`config.mk`:
```
export PLATFORM = sky130hd
export DESIGN_NAME = mem_arbiter
export DESIGN_NICKNAME = d
export VERILOG_FILES = /design/src/rtl/mem_arbiter.sv
export SDC_FILE = /design/constraint.sdc
export NUM_CORES = 1
export LEC_CHECK = 0
export ABC_AREA = 1
export CORE_MARGIN = 2
export CORE_UTILIZATION = 22
export DETAILED_ROUTE_END_ITERATION = 10
export PLACE_DENSITY = 0.86
export SLEW_MARGIN = 20
export SYNTH_ARGS = -nofsm -noshare
export SYNTH_HDL_FRONTEND = slang
export SYNTH_SLANG_ARGS = --single-unit
```
`constraint.sdc`:
```
create_clock -name CLK -period 1.6 [get_ports CLK]
set_clock_uncertainty 0.2 [all_clocks]
set_input_delay 0.32 -clock CLK [delete_from_list [all_inputs] [get_ports CLK]]
set_output_delay 0.32 -clock CLK [all_outputs]
set_load 0.05 [all_outputs]
```
`src/rtl/mem_arbiter.sv`:
```
// Two-port byte-memory arbiter: instruction fetch (read-only) and data port share one memory.
// Ties go to the port that did not own last; a waiting port caps the owner at MAX_BEATS bytes.
module mem_arbiter #(
    parameter int MAX_BEATS = 4,
    parameter int AW        = 32
) (
    input  logic          CLK,
    input  logic          RST,
    input  logic          I_REQ,
    input  logic [AW-1:0] I_ADDR,
    output logic          I_GNT,
    output logic          I_RDY,
    output logic [7:0]    I_RDATA,
    input  logic          D_REQ,
    input  logic          D_WE,
    input  logic [AW-1:0] D_ADDR,
    input  logic [7:0]    D_WDATA,
    output logic          D_GNT,
    output logic          D_RDY,
    output logic [7:0]    D_RDATA,
    output logic          M_EN,
    output logic          M_WE,
    output logic [AW-1:0] M_ADDR,
    output logic [7:0]    M_WDATA,
    input  logic [7:0]    M_RDATA,
    input  logic          M_ACK
);

    localparam int CW = $clog2(MAX_BEATS + 1);
    localparam logic [CW-1:0] CNT_MAX = CW'(MAX_BEATS);

    typedef enum logic [1:0] {IDLE, OWN_I, OWN_D, GAP} state_t;

    state_t        state_q, state_d;
    logic          last_d_q, last_d_d;
    logic [CW-1:0] cnt_q, cnt_d;
    logic [CW-1:0] cnt_adv;
    logic          own_i, own_d, rdy;

    always_comb begin
        own_i   = (state_q == OWN_I);
        own_d   = (state_q == OWN_D);
        I_GNT   = own_i;
        D_GNT   = own_d;
        M_EN    = (own_i & I_REQ) | (own_d & D_REQ);
        M_WE    = own_d & D_WE;
        M_ADDR  = own_i ? I_ADDR : (own_d ? D_ADDR : '0);
        M_WDATA = own_d ? D_WDATA : 8'h00;
        // An ACK arriving after the owner withdrew is dropped because M_EN is already low
        rdy     = M_ACK & M_EN;
        I_RDY   = own_i & rdy;
        D_RDY   = own_d & rdy;
        I_RDATA = M_RDATA;
        D_RDATA = M_RDATA;
    end

    always_comb begin
        state_d  = state_q;
        last_d_d = last_d_q;
        cnt_d    = cnt_q;
        cnt_adv  = (cnt_q == CNT_MAX) ? cnt_q : cnt_q + CW'(1);
        case (state_q)
            IDLE, GAP: begin
                cnt_d = '0;
                if (I_REQ && D_REQ) state_d = last_d_q ? OWN_I : OWN_D;
                else if (I_REQ)     state_d = OWN_I;
                else if (D_REQ)     state_d = OWN_D;
                else                state_d = IDLE;
            end
            OWN_I: begin
                if (rdy) cnt_d = cnt_adv;
                if (!I_REQ || (D_REQ && rdy && cnt_adv == CNT_MAX)) begin
                    state_d  = GAP;
                    last_d_d = 1'b0;
                end
            end
            OWN_D: begin
                if (rdy) cnt_d = cnt_adv;
                if (!D_REQ || (I_REQ && rdy && cnt_adv == CNT_MAX)) begin
                    state_d  = GAP;
                    last_d_d = 1'b1;
                end
            end
            default: state_d = IDLE;
        endcase
    end

    always_ff @(posedge CLK) begin
        if (RST) begin
            state_q  <= IDLE;
            last_d_q <= 1'b0;
            cnt_q    <= '0;
        end else begin
            state_q  <= state_d;
            last_d_q <= last_d_d;
            cnt_q    <= cnt_d;
        end
    end

endmodule

```
# Word-level counts from Yosys, hierarchy flattened
# Index checks and enable logic that the tools add are counted.
[word_totals]
latch_bits = 0
rom_bits = 0
elab_cells = 50
reg_bits = 6
output_inout_bits = 62
n_memories = 0
ram_bits = 0
[classes]
n_lt_le_gt_ge = 0
eq_ne = 8
div = 0
shifts = 0
bitwise = 7
reduce_logical = 15
n_addsub = 1
mul = 0
n_mux = 16
[op_table]
columns = ["operator", "n"]
rows = [
  ["$mux 32", 2],
  ["$mux 2", 6],
  ["$mux 8", 1],
  ["$and 1x1->1", 6],
  ["$eq 3x3->1 const B", 2],
  ["$mux 3", 2],
  ["$ne 2x1->1 const B", 3],
  ["$pmux 2 s3", 1],
  ["$pmux 3 s2", 1],
  ["$logic_and 1x1->1", 5],
  ["$eq 2x2->1 const B", 2],
  ["$reduce_or 2->1", 2],
  ["$add 3x1->3 const B", 1],
  ["$reduce_and 3->1", 1],
  ["$eq 2x1->1 const B", 1],
  ["$logic_not 1->1", 2],
  ["$logic_not 2->1", 1],
  ["$logic_or 1x1->1", 2],
  ["$mux 1", 2],
  ["$pmux 1 s2", 1],
  ["$reduce_and 2->1", 1],
  ["$reduce_bool 2->1", 1],
  ["$or 1x1->1", 1],
]

# Depth between registers and ports, before layout
[logic_depth]
word_depth = 9
mapped_depth = 11
depth_no_buf = 11

# Worst setup path before layout
# No wires, ideal clock.
[synth_path]
path_kind = "register to output"
start = "register state_q[0]"
end = "output port D_RDY"
slack_ns = -1.008
path_stages_with_launch = 8
t_required_ns = 1.080
n_path_buf = 1
t_arrival_ns = 2.088
cell_sequence = "dfxtp_1 > inv_1 > ha_1 > buf_4 > nand2_2 > a21boi_4 > inv_1 > nor2_1"
[synth_between]
elab_chain_cells = 5
elab_cells_between_ends = 7
cone_classes = "2 x eq/ne; 5 x bitwise"
[synth_lines]
columns = ["item", "line_no", "source"]
rows = [
  ["start, declared", "34", "state_t state_q, state_d;"],
  ["start signal, assigned", "94", "state_q <= state_d;"],
  ["$eq 2x2->1 (*)", "42", "own_d = (state_q == OWN_D);"],
  ["named net D_GNT", "18", "output logic D_GNT,"],
  ["$and 1x1->1", "45", "M_EN = (own_i & I_REQ) | (own_d & D_REQ);"],
  ["$or 1x1->1", "45", ""],
  ["$and 1x1->1", "50", "rdy = M_ACK & M_EN;"],
  ["$and 1x1->1 (*)", "52", "D_RDY = own_d & rdy;"],
  ["end, declared", "19", "output logic D_RDY,"],
]
# The timed path passes the listed nets; every way through them passes the cells marked *.

# Worst setup path in the final report
[layout_path]
start = "register state_q[1]"
end = "output port I_RDY"
[layout_between]
elab_chain_cells = 5
elab_cells_between_ends = 7
cone_classes = "2 x eq/ne; 5 x bitwise"
[layout_lines]
columns = ["item", "line_no", "source"]
rows = [
  ["$eq 2x1->1 or $eq 2x2->1 (tied branches)", "41, 42", ""],
  ["$and 1x1->1", "45", ""],
  ["$or 1x1->1", "45", ""],
  ["$and 1x1->1", "50", ""],
  ["$and 1x1->1 (*)", "51", "I_RDY = own_i & rdy;"],
  ["end, declared", "12", "output logic I_RDY,"],
]
# Mark *: on every way between the ends. The rest lies on a longest branch, timed or not.

==> summary.md <==
| Metric | Value |
|---|---|
| M1 GR Usage | `20.7%` |
| Setup ws final | `-0.390 ns` |
| CTS tree | `built` |
| Period utilization | `124%` |
| Die area | `5450 µm²` |
| Root Driver | `clkbuf_8` |
| Final Instance Area | `3590 µm²` |
| Clk_lat worst skew | `0.23 ns` |
| TritonCTS Buffers | `3` |
| Multi-input gate area | `1200 µm²` |
| Syn_nets | `297` |
| Final Hold Violating Endpoints | `0` |
| Leak | `1.45 nW` |
| Ys async rst share | `0%` |
| Dpl ws | `-0.377 ns` |
| Worst-case hold slack | `0.285 ns` |
| Synth top area cells | `nand2_1 32%, nand3_1 17%, buf_4 13%` |
| Number of enable flip-flop cells after synthesis | `0` |
| ANT cells | `0` |
| GR peak layer | `met2` |
| Share of power burned in registers | `3.7%` |
| Fill count | `308` |
| Setup crit start kind | `flip-flop` |
| Global routing usage on met3 | `6.04%` |
| Max Cap Viol | `0` |
| Largest net degree at the start of global routing | `26` |
| Placement Cell Area | `3070 µm²` |
| Routed WL per cell | `14.7 µm` |
| Post-DR vias/cell | `4.41` |
| Post-synth top cells | `92 x nand2_1, 36 x nand3_1, 22 x inv_1, 18 x buf_4, 8 x nor2_1` |
| Clk slew on worst S/H paths | `0.04 ns` |
| Top Ports | `148` |
| Initial standard-cell utilization of the core | `22.7%` |
| Post-Layout Cell Count | `397` |
| Switching Share | `51.1%` |
| Critical path type | `flip-flop to output port` |
| Pre-Repair DR Iteration Count | `4` |
| Failing checks | `negative setup slack` |
| RSZ-0062 raised after global routing | `true` |
| CP required | `1.08 ns` |
| Cell taking the most area after synthesis | `nand2_1` |
| Core area | `4720 µm²` |
| DRT antenna net count | `0` |
| Final Max Slew Viols | `0` |
| Part of the power in the clock network | `3.8%` |
| Total Routing Usage GR | `20.5%` |
| Main flop type after synthesis | `dfxtp_1` |
| Remaining Overflow, GRT | `0` |
| Clock Path Buffers | `2` |
| Warnings from Yosys | `0` |
| Most frequent cell after synthesis | `nand2_1` |
| Internal power | `3.00 mW` |
| Netlist cell types | `16` |
| Die Wd | `73.9 µm` |
| Worst Max-Slew Pin Slew | `0.237 ns` |
| # DRC | `0` |
| Power per Cell Area | `1710 nW/µm²` |
| Psw | `3.13 mW` |
| Total number of vias | `1751` |
| Hold Crit Class | `flip-flop to flip-flop` |
| GPL Wtd Cong | `0.884` |
| Cell count after synthesis | `207` |
| Initial antenna violation count | `0` |
| Chip height | `73.9 µm` |
| Slew headroom | `84.1%` |
| Crit end category | `output port` |
| Status | `finished, violations left` |
| Met2 usage | `38.8%` |
| First-pass GRT wire length | `8480 µm` |
| Rows | `25` |
| CP Data Arrival Time | `1.47 ns` |
| Largest fanout on the critical path | `4` |
| Vias in the first global route | `1781` |
| Placed Cells | `381` |
| Sequential area share after synthesis | `11.2%` |
| H-Tree Depth | `1` |
| Pwr Total | `6.13 mW` |
| VDD IR max | `1210 µV` |
| NumNets Final | `422` |
| Flops & latches, synth | `6` |
| Syn Area/Cell | `5.19 µm²` |
| Combinational Power Share | `92.5%` |
| Minimum clock period | `1.99 ns` |
| Netlist Area Pre-Place | `1070 µm²` |
| Drt total wl | `5820 µm` |
| TritonCTS Sinks | `6` |
| Layout cells sized above 1 | `53.0%` |
| Final HPWL DP | `4090 µm` |
| Register area | `125 µm²` |
| # port buffers | `123` |
| DRT iter0 DRCs | `61` |
| Final setup viols | `52` |
| Post-synth top area share | `32.2%` |
| Fmax | `503 MHz` |
| Syn-to-layout area delta | `235%` |
logic make-up after synthesis:
group                    synth area share, %
buffers and inverters                   24.1
flip-flops                              11.2
AND/OR/NAND/NOR                         54.9
AO/OA/AOI/OAI                           5.13
adder cells (fa/ha/maj)                 4.66
power groups by stage:
stage                     clock network, mW  registers, mW  logic [mW]
after CTS                             0.241          0.227        5.52
after global routing                  0.251          0.234        5.92
after global placement                    0          0.228        4.86
after detailed placement                  0          0.229        4.94
final                                 0.233          0.229        5.67
after floorplan                           0          0.224        2.75
worst paths after layout:
kind,start,to,slack (ns),depth (start not counted)
setup / recovery,state_q[1]$_SDFFE_PP0P_,I_RDY,-0.39,8
hold / removal,last_d_q$_SDFFE_PP0P_,last_d_q$_SDFFE_PP0P_,0.28,2
setup reg to reg,state_q[1]$_SDFFE_PP0P_,last_d_q$_SDFFE_PP0P_,-0.19,12
hold reg to reg,last_d_q$_SDFFE_PP0P_,last_d_q$_SDFFE_PP0P_,0.28,2
registers in the layout, summed over array words and instances (netlist names):
name      cells
cnt_q         3
state_q       2
last_d_q      1
worst max-delay path, cell delays in order, from the launching register on:
cell	delay, ns
dfxtp_4	0.34
inv_2	0.06
ha_4	0.15
buf_4	0.13
nand2_4	0.06
a21boi_4	0.16
inv_2	0.09
nor2_4	0.11
buf_12	0.14
area by class of cell:
cell class | count | share of cell area, %
inverters | 22 | 3.34
repair buffers | 148 | 56.2
well taps | 67 | 2.33
clock buffers | 3 | 1.15
flip-flops and latches | 6 | 3.48
multi-input cells | 151 | 33.5
cell usage in the layout, fill, tap and decap left out, types with 3 or more instances in the layout:
master	synthesis	layout
a21oi_1	4	4
buf_12	0	50
buf_4	18	12
buf_6	0	5
clkbuf_8	0	3
clkdlybuf4s50_1	0	76
clkinvlp_4	0	10
dfxtp_1	6	4
inv_1	22	8
inv_2	0	4
nand2_1	92	49
nand2_2	2	20
nand2_4	1	26
nand3_1	36	4
nand3_2	1	23
nand3_4	0	10
nor2_1	8	6
per-stage QoR:
step / setup TNS (ns) / utilization, %
2_1_floorplan: -11.42 / -
3_3_place_gp: -5.73 / 65.0
3_5_place_dp: -6.67 / 65.0
4_1_cts: -16.55 / 73.7
5_1_grt: -19.90 / 76.1
6_report: -16.82 / 76.1
per-layer routing:
metal	vias up	wire, µm
met2	90	3230
met3	8	468
li1	872	-
met4	0	96
met5	-	0
met1	781	2030
timing repair:
item                                    CTS  global route
hold buffers                              0             0
endpoints found under the setup margin   49            52
buffers inserted                          5             4
gates resized for setup                  51            16
pin swaps                                 8             6
gates cloned                              4             0
Power figures use the tool's default switching activity.
